===== src/rtl/rvfi_regfile_check.sv =====
`default_nettype none
// ============================================================================
// Module      : rvfi_regfile_check
// Description : Shadows tracked architectural registers from RVFI retire
//               traffic and checks the source operands of one instruction.
// Revision    : 1.0 - initial release
// ============================================================================
module rvfi_regfile_check #(
    parameter int XLEN   = 32,
    parameter int NRET   = 2,
    parameter int NTRACK = 2,
    parameter int CHK_X0 = 1
) (
    input  logic                 clock,
    input  logic                 reset,
    input  logic                 check,
    input  logic [1:0]           check_chan,
    input  logic [63:0]          insn_order,
    input  logic [5*NTRACK-1:0]  track_idx,
    input  logic [NRET-1:0]      rvfi_valid,
    input  logic [NRET-1:0]      rvfi_trap,
    input  logic [64*NRET-1:0]   rvfi_order,
    input  logic [5*NRET-1:0]    rvfi_rd_addr,
    input  logic [5*NRET-1:0]    rvfi_rs1_addr,
    input  logic [5*NRET-1:0]    rvfi_rs2_addr,
    input  logic [XLEN*NRET-1:0] rvfi_rd_wdata,
    input  logic [XLEN*NRET-1:0] rvfi_rs1_rdata,
    input  logic [XLEN*NRET-1:0] rvfi_rs2_rdata,
    output logic [NTRACK-1:0]    written,
    output logic                 done,
    output logic                 err,
    output logic [2:0]           err_code
);
    localparam logic       c_CHK_X0  = (CHK_X0 != 0);
    localparam logic [2:0] c_NRET    = 3'(NRET);
    localparam logic [2:0] c_ERR_RS1 = 3'd1;
    localparam logic [2:0] c_ERR_RS2 = 3'd2;
    localparam logic [2:0] c_ERR_X0  = 3'd3;
    localparam logic [2:0] c_ERR_CTL = 3'd4;
    localparam logic [2:0] c_ERR_CH  = 3'd5;

    typedef enum logic [0:0] {COLLECT = 1'b0, DONE = 1'b1} state_t;

    state_t            r_state;
    logic [XLEN-1:0]   r_shadow [NTRACK];
    logic [NTRACK-1:0] r_written;
    logic              r_err;
    logic [2:0]        r_err_code;

    logic [63:0]       w_ord  [NRET];
    logic [4:0]        w_rd   [NRET];
    logic [XLEN-1:0]   w_wd   [NRET];
    logic [4:0]        w_tidx [NTRACK];
    logic [NTRACK-1:0] w_x0_slot;

    always_comb begin
        for (int c = 0; c < NRET; c++) begin
            w_ord[c] = rvfi_order[c*64 +: 64];
            w_rd[c]  = rvfi_rd_addr[c*5 +: 5];
            w_wd[c]  = rvfi_rd_wdata[c*XLEN +: XLEN];
        end
        for (int s = 0; s < NTRACK; s++) begin
            w_tidx[s]    = track_idx[s*5 +: 5];
            w_x0_slot[s] = c_CHK_X0 && (w_tidx[s] == 5'd0);
        end
    end

    logic w_collect;
    logic w_chk;
    logic w_chan_ok;
    assign w_collect = (r_state == COLLECT);
    assign w_chk     = check && w_collect;
    assign w_chan_ok = ({1'b0, check_chan} < c_NRET);

    // A channel may feed a shadow if it retired cleanly before the instruction
    // under test; the checked channel itself never feeds on the check cycle.
    logic [NRET-1:0] w_cand;
    logic            w_x0_bad;
    always_comb begin
        w_x0_bad = 1'b0;
        for (int c = 0; c < NRET; c++) begin
            w_cand[c] = w_collect && rvfi_valid[c] && !rvfi_trap[c] &&
                        (w_ord[c] < insn_order) &&
                        !(w_chk && (2'(c) == check_chan));
            if (c_CHK_X0 && w_collect && rvfi_valid[c] && !rvfi_trap[c] &&
                (w_rd[c] == 5'd0) && (w_wd[c] != '0))
                w_x0_bad = 1'b1;
        end
    end

    // Per slot, the youngest qualifying write of the cycle wins on order alone.
    logic [NTRACK-1:0] w_upd;
    logic [63:0]       w_best_ord [NTRACK];
    logic [XLEN-1:0]   w_upd_data [NTRACK];
    logic [NTRACK-1:0] w_eff_wr;
    logic [XLEN-1:0]   w_eff_val  [NTRACK];
    always_comb begin
        for (int s = 0; s < NTRACK; s++) begin
            w_upd[s]      = 1'b0;
            w_best_ord[s] = '0;
            w_upd_data[s] = '0;
            for (int c = 0; c < NRET; c++) begin
                if (w_cand[c] && !w_x0_slot[s] && (w_rd[c] == w_tidx[s]) &&
                    (!w_upd[s] || (w_ord[c] > w_best_ord[s]))) begin
                    w_upd[s]      = 1'b1;
                    w_best_ord[s] = w_ord[c];
                    w_upd_data[s] = w_wd[c];
                end
            end
            w_eff_wr[s]  = r_written[s] | w_upd[s] | w_x0_slot[s];
            w_eff_val[s] = w_upd[s] ? w_upd_data[s] : r_shadow[s];
        end
    end

    logic            w_sel_valid;
    logic [63:0]     w_sel_ord;
    logic [4:0]      w_sel_rs1;
    logic [4:0]      w_sel_rs2;
    logic [XLEN-1:0] w_sel_r1d;
    logic [XLEN-1:0] w_sel_r2d;
    always_comb begin
        w_sel_valid = 1'b0;
        w_sel_ord   = '0;
        w_sel_rs1   = '0;
        w_sel_rs2   = '0;
        w_sel_r1d   = '0;
        w_sel_r2d   = '0;
        for (int c = 0; c < NRET; c++) begin
            if (2'(c) == check_chan) begin
                w_sel_valid = rvfi_valid[c];
                w_sel_ord   = w_ord[c];
                w_sel_rs1   = rvfi_rs1_addr[c*5 +: 5];
                w_sel_rs2   = rvfi_rs2_addr[c*5 +: 5];
                w_sel_r1d   = rvfi_rs1_rdata[c*XLEN +: XLEN];
                w_sel_r2d   = rvfi_rs2_rdata[c*XLEN +: XLEN];
            end
        end
    end

    logic       w_rs1_bad;
    logic       w_rs2_bad;
    logic       w_ctl_bad;
    logic       w_ch_bad;
    logic [2:0] w_err_code;
    always_comb begin
        w_rs1_bad = 1'b0;
        w_rs2_bad = 1'b0;
        for (int s = 0; s < NTRACK; s++) begin
            if (w_chk && w_chan_ok && w_eff_wr[s]) begin
                if ((w_sel_rs1 == w_tidx[s]) && (w_sel_r1d != w_eff_val[s]))
                    w_rs1_bad = 1'b1;
                if ((w_sel_rs2 == w_tidx[s]) && (w_sel_r2d != w_eff_val[s]))
                    w_rs2_bad = 1'b1;
            end
        end
        w_ctl_bad = w_chk && w_chan_ok && (!w_sel_valid || (w_sel_ord != insn_order));
        w_ch_bad  = w_chk && !w_chan_ok;
        if (w_rs1_bad)      w_err_code = c_ERR_RS1;
        else if (w_rs2_bad) w_err_code = c_ERR_RS2;
        else if (w_x0_bad)  w_err_code = c_ERR_X0;
        else if (w_ctl_bad) w_err_code = c_ERR_CTL;
        else if (w_ch_bad)  w_err_code = c_ERR_CH;
        else                w_err_code = 3'd0;
    end

    always_ff @(posedge clock) begin
        if (reset) begin
            r_state    <= COLLECT;
            r_written  <= '0;
            r_err      <= 1'b0;
            r_err_code <= 3'd0;
            for (int s = 0; s < NTRACK; s++) r_shadow[s] <= '0;
        end else if (r_state == COLLECT) begin
            if (check) r_state <= DONE;
            for (int s = 0; s < NTRACK; s++) begin
                if (w_upd[s]) begin
                    r_shadow[s]  <= w_upd_data[s];
                    r_written[s] <= 1'b1;
                end
            end
            // Sticky: only the first detected code is kept.
            if (!r_err && (w_err_code != 3'd0)) begin
                r_err      <= 1'b1;
                r_err_code <= w_err_code;
            end
        end
    end

    assign written  = r_written | w_x0_slot;
    assign done     = (r_state == DONE);
    assign err      = r_err;
    assign err_code = r_err_code;

endmodule
`default_nettype wire

===== config.mk =====
export PLATFORM = sky130hd
export DESIGN_NAME = rvfi_regfile_check
export DESIGN_NICKNAME = d
export VERILOG_FILES = /design/src/rtl/rvfi_regfile_check.sv
export SDC_FILE = /design/constraint.sdc
export NUM_CORES = 1
export LEC_CHECK = 0
export ABC_AREA = 1
export CAP_MARGIN = 20
export CORE_MARGIN = 3
export CORE_UTILIZATION = 52
export CTS_BUF_LIST = sky130_fd_sc_hd__clkbuf_2
export DETAILED_ROUTE_END_ITERATION = 7
export GPL_ROUTABILITY_DRIVEN = 0
export PLACE_DENSITY = 0.85
export SLEW_MARGIN = 20
export SYNTH_ARGS = -nofsm -noshare
export SYNTH_HDL_FRONTEND = slang
export SYNTH_SLANG_ARGS = --single-unit

===== constraint.sdc =====
create_clock -name clock -period 8.9 [get_ports clock]
set_input_delay 1.78 -clock clock [delete_from_list [all_inputs] [get_ports clock]]
set_output_delay 1.78 -clock clock [all_outputs]
set_load 0.05 [all_outputs]

### After elaboration in Yosys (flattened, before gate mapping)

Memories as Yosys holds them, arrays and structs flattened.
Cells that the tools add are included.

| word-level totals | value |
|---|---|
| memories kept | 1 |
| RAM bits | 64 |
| input port bits | 433 |
| output and inout port bits | 7 |
| word-level logic and storage cells | 146 |
| register bits | 7 |

Memories:

| memory | words | bits a word | read ports | clocked after Yosys merged registers in | write ports | RTL line | RTL |
|---|---|---|---|---|---|---|---|
| r_shadow | 2 | 32 | 2 | 0 | 2 | 45 | `logic [XLEN-1:0] r_shadow [NTRACK];` |

| operators by class | value |
|---|---|
| bitwise logic cells | 8 |
| reduce and logical (&&, ||, !) cells | 60 |
| magnitude comparators | 5 |
| muxes and demuxes | 53 |
| eq/ne operators | 14 |

Operator list:

| operator | number |
|---|---|
| $mux 32 | 12 |
| $mux 64 | 4 |
| $gt 64x64->1 | 2 |
| $lt 64x64->1 | 2 |
| $ne 32x32->1 | 4 |
| $ne 64x64->1 | 1 |
| $reduce_bool 32->1 | 2 |
| $eq 5x5->1 | 8 |
| $logic_and 1x1->1 | 35 |
| $mux 1 | 28 |
| $logic_not 5->1 | 4 |
| $mux 5 | 4 |
| $mux 3 | 5 |
| $logic_not 1->1 | 11 |
| $or 1x1->1 | 6 |
| $reduce_and 2->1 | 3 |
| $logic_or 1x1->1 | 3 |
| $reduce_bool 3->1 | 1 |
| $eq 1x2->1 const A | 1 |
| $logic_not 2->1 | 1 |
| $lt 2x2->1 const B | 1 |
| $or 2x2->2 | 1 |
| $not 1->1 | 1 |

### Longest topological paths before layout

| depth | value |
|---|---|
| depth after elaboration | 24 |
| depth in mapped cells | 55 |
| gate-level depth less buffers | 51 |

### Worst setup path before layout

No wires, ideal clock.

| timing | value |
|---|---|
| path kind | input to register |
| start | input insn_order[5] |
| end | register r_err_code[0] (netlist: err_code[0]) |
| arrival time | 6,642 ps |
| path slack | 2,146 ps |
| stages | 49 |
| data required time | 8,787 ps |
| path buffers | 4 |
| library setup time | 113 ps |
| cell sequence | inv_1 ha_1 a21oi_1 nor2_1 nor3_1 nand2_1 nand2_1 nand2_1 nand2_1 nand2_1 nand2_1 nand2_1 nand2_1 nand3_2 inv_2 buf_2 clkbuf_1 buf_1 (+13 left out) nand2_2 buf_2 nand2_1 nand3_1 xor2_1 nand3_1 nor2_1 nand2_1 nor2_1 nand2_1 nand2_1 nand2_1 nor2_1 nand2_2 nand2_2 nand2_1 nand2_1 nor2_1 |

| on the way | value |
|---|---|
| word-level cells in the longest chain between the ends | 22 |
| elaborated cells between the ends (all ways) | 66 |
| those cells by class | 4 x order compare; 5 x eq/ne; 24 x mux; 4 x bitwise; 29 x reduce/logical |

Ends and longest elaborated chain:

| item | RTL line | RTL |
|---|---|---|
| from (decl) | 18 | `input logic [63:0] insn_order,` |
| $lt 64x64->1 | 83 | `(w_ord[c] < insn_order) &&` |
| $logic_and 1x1->1 | 82 | `w_cand[c] = w_collect && rvfi_valid[c] && !rvfi_trap[c] &&` |
| $logic_and 1x1->1 | 83 |  |
| $logic_and 1x1->1 (2 in series) | 103 | `if (w_cand[c] && !w_x0_slot[s] && (w_rd[c] == w_tidx[s]) &&` |
| $mux 64 / $mux 1 (equally long branches) | 103 |  |
| $gt 64x64->1 / $logic_not 1->1 (equally long branches) | 104 | `(!w_upd[s] \|\| (w_ord[c] > w_best_ord[s]))) begin` |
| $logic_or 1x1->1 | 104 |  |
| $logic_and 1x1->1 | 103 |  |
| (+5 left out) | -- |  |
| $mux 1 | 149 | `if (w_chk && w_chan_ok && w_eff_wr[s]) begin` |
| $mux 1 | 152 | `if ((w_sel_rs2 == w_tidx[s]) && (w_sel_r2d != w_eff_val[s]))` |
| $mux 1 | 149 |  |
| $mux 3 | 159 | `else if (w_rs2_bad) w_err_code = c_ERR_RS2;` |
| $mux 3 * | 158 | `if (w_rs1_bad) w_err_code = c_ERR_RS1;` |
| $reduce_bool 3->1 | 182 | `if (!r_err && (w_err_code != 3'd0)) begin` |
| $logic_and 1x1->1 | 182 |  |
| $reduce_and 2->1 (no source line) | -- |  |
| to (signal assigned) | 184 | `r_err_code <= w_err_code;` |
| to (decl) | 48 | `logic [2:0] r_err_code;` |

Every way passes the cells marked *; elsewhere a longest branch is shown, timed or not.
A chain may end at the register's enable or synchronous reset.

### Worst setup path after layout

| timing | value |
|---|---|
| start | input insn_order[11] |
| end | register r_err_code[0] (netlist: err_code[0]) |

The elaborated chain is that of the path after synthesis.

==> results.json <==
{
  "status": "finished, final reports clean",
  "die_height_um": 186,
  "initial_core_util_pct": 53.1,
  "row_count": 65,
  "slowest_delay_ns": 0.66,
  "synth_edf_count": 64,
  "cp-end-kind": "flip-flop",
  "p_leak_nw": 10.2,
  "netlist_area_mm2": 0.0169,
  "cts_root_buf": "clkbuf_2",
  "cp_common_cell": "nand2_1",
  "syn-num-nets": 3546,
  "arrival_ns": 8.82,
  "layout_commonest_cell": "nand2_1",
  "die_x_um": 186,
  "ir_worst_vdd_v": 0.0000545,
  "areaGrowthSynthToFinish_pct": 28.9,
  "max_freq_mhz": 122,
  "hold_viol": 0,
  "nets": 3918,
  "coreArea_mm2": 0.0318,
  "setup_viol": 0,
  "yosys_warnings": 0,
  "grt_pass1_wl_um": 105000,
  "slew_headroom_pct": 22.2,
  "vias": 22200,
  "required_ns": 9.51,
  "routedWlPerCell_um": 18.6,
  "clock_latency_ns": 0.66,
  "drive_gt1_share_pct": 2.19,
  "clock-sinks": 71,
  "synthDistinctLibCells": 46,
  "p_switching_uw": 600,
  "htree_levels": 3,
  "power_density_mw_per_mm2": 64.7,
  "worstHoldPathType": "flip-flop to flip-flop",
  "power.total_mw": 1.41,
  "dp_hpwl_um": 54200,
  "swShare_pct": 42.6,
  "synth-seq-cells": 71,
  "layout_common_cells": "nand2_1 (823), clkdlybuf4s50_1 (438), inv_1 (371)",
  "cp_slowest_cell": "nand2_2",
  "ys_seq_area_share_pct": 12.2,
  "fin_cells": 3679,
  "cts_tree": "built",
  "power_frac_comb_pct": 57.4,
  "drv_slew": 0,
  "io_pins": 440,
  "routed_wl_um": 68500,
  "async_flop_share_pct": 0,
  "syn_inst": 2859,
  "finClkSkew_ns": 0.0687,
  "grt-ovfl-total": 0,
  "critPathLaunchType": "input port",
  "clkTransAtPathRegs_ns": 0.29,
  "syn_area_per_cell_um2": 5.90,
  "whs_ns": 0.532,
  "crit_fanout": 34,
  "port_buffers": 439,
  "power.internal_uw": 808,
  "synth_ff_type": "edfxtp_1",
  "grt_pass1_vias": 21000,
  "cts_resized": 0,
  "clock_path_buffers": 2,
  "numCtsBuffers": 9,
  "drc_errors": 0,
  "grt_start_max_net_pins": 75,
  "power.share.clock_pct": 15.7,
  "worstMarginPinSlew_ns": 1.16,
  "min_period_ns": 8.21,
  "drtIter0Drc": 2570,
  "die_area_mm2": 0.0347,
  "critPathKind": "input port to flip-flop",
  "cts.hold.buffers_added": 0,
  "ant_nets": 0,
  "min_period_over_period_pct": 92.3,
  "setup-tns-final_ns": 0,
  "rsz0062_at_grt": "no",
  "utilization_pct": 68.4,
  "share_seq_of_total_power_pct": 26.9,
  "via_per_inst": 6.03,
  "dr.pass1.iters": 7,
  "cap_violations": 0,
  "dp_cells": 3655,
  "grt_usage_pct": 37.4,
  "cts_setup_buffers": 0,
  "grt_antenna_before_repair": 9
}
-- worst paths after layout --
| check | from | end | slack, ns | cells past startpoint |
|---|---|---|---|---|
| max | insn_order[11] | err_code[0] | 0.69 | 42 |
| min | r_written[0] | r_written[0] | 0.53 | 2 |
| max reg2reg | done | err_code[0] | 1.99 | 33 |
| min reg2reg | r_written[0] | r_written[0] | 0.53 | 2 |
-- metal layers --
layer | wire length, µm | track usage (%) | up-vias | part of all wire (%)
li1 | - | - | 10400 | -
met1 | 25100 | 45.3 | 9894 | 37
met2 | 30600 | 62.4 | 1554 | 45
met3 | 8380 | 7.64 | 343 | 12
met4 | 4400 | 20.6 | 2 | 6.4
met5 | 13 | 0 | - | 0.019
-- kinds of logic (layout without fill, tap and decap cells) --
family | Yosys count | count (layout) | share of synthesized area (%)
xor gates and xnor gates | 87 | 87 | 4.51
AOI/OAI and AO/OA | 361 | 361 | 12.0
buffers and inverters | 488 | 865 | 11.1
other | 0 | 8 | 0
and+or+nand+nor | 1598 | 1598 | 41.3
DFF | 71 | 71 | 12.2
adders and majority gates | 254 | 254 | 18.8
-- power groups by stage --
| stage | Combinational (mW) | Sequential (mW) | Clock [mW] |
|---|---|---|---|
| global placement | 0.759 | 0.386 | 0 |
| CTS | 0.789 | 0.379 | 0.219 |
| finish | 0.808 | 0.379 | 0.221 |
| floorplan | 0.397 | 0.393 | 0 |
| global route | 0.881 | 0.380 | 0.232 |
| detailed placement | 0.784 | 0.386 | 0 |
-- per-stage QoR --
stage	setup slack, ns	area (µm²)
3_5_place_dp	0.238	21600
5_1_grt	0.138	21800
3_3_place_gp	0.387	21600
6_report	0.689	21800
2_1_floorplan	2.15	16900
4_1_cts	0.943	21700
-- cells in the mapped netlist (9+ instances only) --
master	instances	area (µm²)
nand4_1	134	838
ha_1	254	3180
nand3_1	323	1620
o21ai_0	87	435
nor4_1	27	169
inv_1	372	1400
nor3_1	30	150
o22ai_1	71	444
nand2_1	825	3100
nor2_1	229	860
a21oi_1	158	791
edfxtp_1	64	1920
buf_1	14	52.6
inv_2	11	41.3
xnor2_1	14	123
buf_2	26	130
o21a_1	13	97.6
xor2_1	73	639
clkbuf_1	57	214
o2111ai_1	9	78.8
-- registers in the layout, indices dropped and copies added, names as in the netlist --
register / count
done: 1
err: 1
r_written: 2
err_code: 3
r_shadow: 64
-- worst max-delay path: cells and delay by family --
kind                       cells  cell delay, ns
and+or+nand+nor               30            4.24
buffers and inverters          5            1.41
adders and majority gates      2            0.61
AOI/OAI and AO/OA              4            0.59
xor gates and xnor gates       1            0.16
-- cell type report --
| class | instances | area, µm² |
|---|---|---|
| Multi-Input combinational cell | 2300 | 13000 |
| Sequential cell | 71 | 2060 |
| Clock inverter | 7 | 77.6 |
| Antenna cell | 8 | 20.0 |
| Tap cell | 435 | 544 |
| Inverter | 387 | 1450 |
| Timing Repair Buffer | 462 | 4590 |
| Fill cell | 2787 | 10000 |
| Clock buffer | 9 | 45.0 |
Power figures use the tool's default switching activity.
==> RTL edit (same settings) <==
The parameter `NRET` goes from 2 to 1.
--- a/src/rtl/rvfi_regfile_check.sv
+++ b/src/rtl/rvfi_regfile_check.sv
@@ -8,5 +8,5 @@
 module rvfi_regfile_check #(
     parameter int XLEN   = 32,
-    parameter int NRET   = 2,
+    parameter int NRET   = 1,
     parameter int NTRACK = 2,
     parameter int CHK_X0 = 1
Interface: changed (9 resized); port bits go from 440 to 263. No check against the original RTL was run, so the function may have changed too.
==> RTL edit against the original RTL <==
  * Routed wire length down 46%
  * First-iteration DRC count down 46%
  * Sequential cell count unchanged
  * Count of clock-buffer cells in the layout up 1
  * Synthesized area down 44%
  * Clock skew down 0.021 ns
  * Total power down 24%
  * Maximum frequency up 37%
  * Design area down 43%
  * Setup slack better by 2.2 ns
  * Non-clock buffer count down 189
  * Largest cell class unchanged
  * Largest power group unchanged
==> RTL edit: results (changes against the original RTL) <==
Distinct cells, synth 44 (-4.3%); share of cells above drive strength 1 0.0258 (+0.00387); status completed; Lkg Pwr 6.27 nW (-39%); CP max stage delay 0.66 ns (about the same); vias 11900 (-47%); crit path max fanout 59 (+74%); Hold/Removal Path Class reg2reg; Seq/Total Area, Yosys 0.219 (+0.0969); post-DP HPWL 29.0 mm (-46%); Net Count, Synth 1901 (-46%); Tcrit/Tclk final 0.674 (-0.249); Main synth FF type edfxtp_1; Slew @ Worst Pin 0.850 ns (-0.314 ns); DRT iter0 DRCs 1391 (-46%); Total GRT Usage 0.362 (-0.0129); Setup WS pre-CTS 2.14 ns (+1.91 ns); clock latency on the worst-skew pair 0.61 ns (-0.05 ns); Highest Signal Layer met4; hold_ws 0.482 ns (-0.0502 ns); arrival time worst endpoint 6.51 ns (-2.31 ns); htree depth 3 (unchanged); largest net degree at the start of global routing 80 (+6.7%); clock root buffer clkbuf_2; post-route insts no fill 2049 (-44%); grt total ovfl 0 (unchanged); skew final 0.0475 ns (-0.0212 ns); first-pass GRT wire length 57.1 mm (-45%); Final nets 2135 (-46%); met2 usage 0.577 (-0.0467); met3 WL post-DR 4.73 mm (-44%); Synth Instances 1582 (-45%); top post-synthesis cells by count 595 x nand2_1, 193 x inv_1, 183 x nand3_1; initial antenna violation count 2 (-7); met1 global-route usage 0.480 (+0.0265); top cells by area, synth nand2_1 24%, edfxtp_1 20%, nand3_1 9.7%, ha_1 8.4%, inv_1 7.7%; Top reg by flops r_shadow; count of input and output buffers 262 (-40%); Worst path slowest cell inv_2; Max VDD drop 0.0934 mV (+71%); Inst Count DP 2030 (-44%); TritonRoute pass-1 iters 6 (-1); met1 wire length 14.3 mm (-43%); yosys warns 0 (unchanged); GR Util met3 0.0758 (-0.000636); total wire length 37.1 mm (-46%); CTS clock-pin slew for the worst setup and hold paths 0.20 ns (-0.09 ns); met2 WL 16.4 mm (-47%); vias in the first global route 11100 (-47%); placed cell areas 12200 sq um (-44%); post-CTS setup buffer count 0 (unchanged); flop2flop setup slack 4.56 ns (+2.57 ns)
## RTL edit: cell count changes after synthesis, sizes merged, moves of 50 or more
cell / unedited run / this run
o22ai: 71 / 5
nand3: 325 / 185
ha: 254 / 63
inv: 383 / 198
nand4: 136 / 86
nand2: 829 / 598
o21ai: 89 / 21
a21oi: 158 / 54
nor2: 231 / 129
## RTL edit: logic make-up after synthesis
| family | Yosys count | synth area share |
|---|---|---|
| xor gates and xnor gates | 54 | 0.0503 |
| DFF | 71 | 0.219 |
| buffers and inverters | 248 | 0.102 |
| adders and majority gates | 63 | 0.0838 |
| and+or+nand+nor | 1045 | 0.483 |
| AOI/OAI and AO/OA | 101 | 0.0616 |
## RTL edit: area by class of cell
cell class | count | area, sq um
Inverter | 198 | 743
Tap cell | 225 | 282
Fill cell | 1563 | 5110
Antenna cell | 3 | 7.51
Sequential cell | 71 | 2060
Multi-Input combinational cell | 1263 | 6400
Clock buffer | 10 | 50.0
Clock inverter | 6 | 116
Timing Repair Buffer | 273 | 2710
## RTL edit: final timing paths
kind                  startpoint      endpoint  cells past startpoint
setup / recovery  insn_order[16]   err_code[1]                     31
setup reg to reg            done   err_code[1]                     25
hold reg to reg     r_written[0]  r_written[0]                      2
hold / removal      r_written[0]  r_written[0]                      2
## RTL edit: power breakdown
part / switching, mW / internal, mW
registers: 0.00504 / 0.376
logic: 0.233 / 0.192
clock network: 0.141 / 0.124
total: 0.380 / 0.692
## RTL edit: critical path: cells and delay by family
family / cells / cell delay (ns)
adder cells (fa/ha/maj): 1 / 0.20
AO/OA/AOI/OAI: 4 / 0.50
AND/OR/NAND/NOR: 22 / 2.54
buffers and inverters: 4 / 1.45
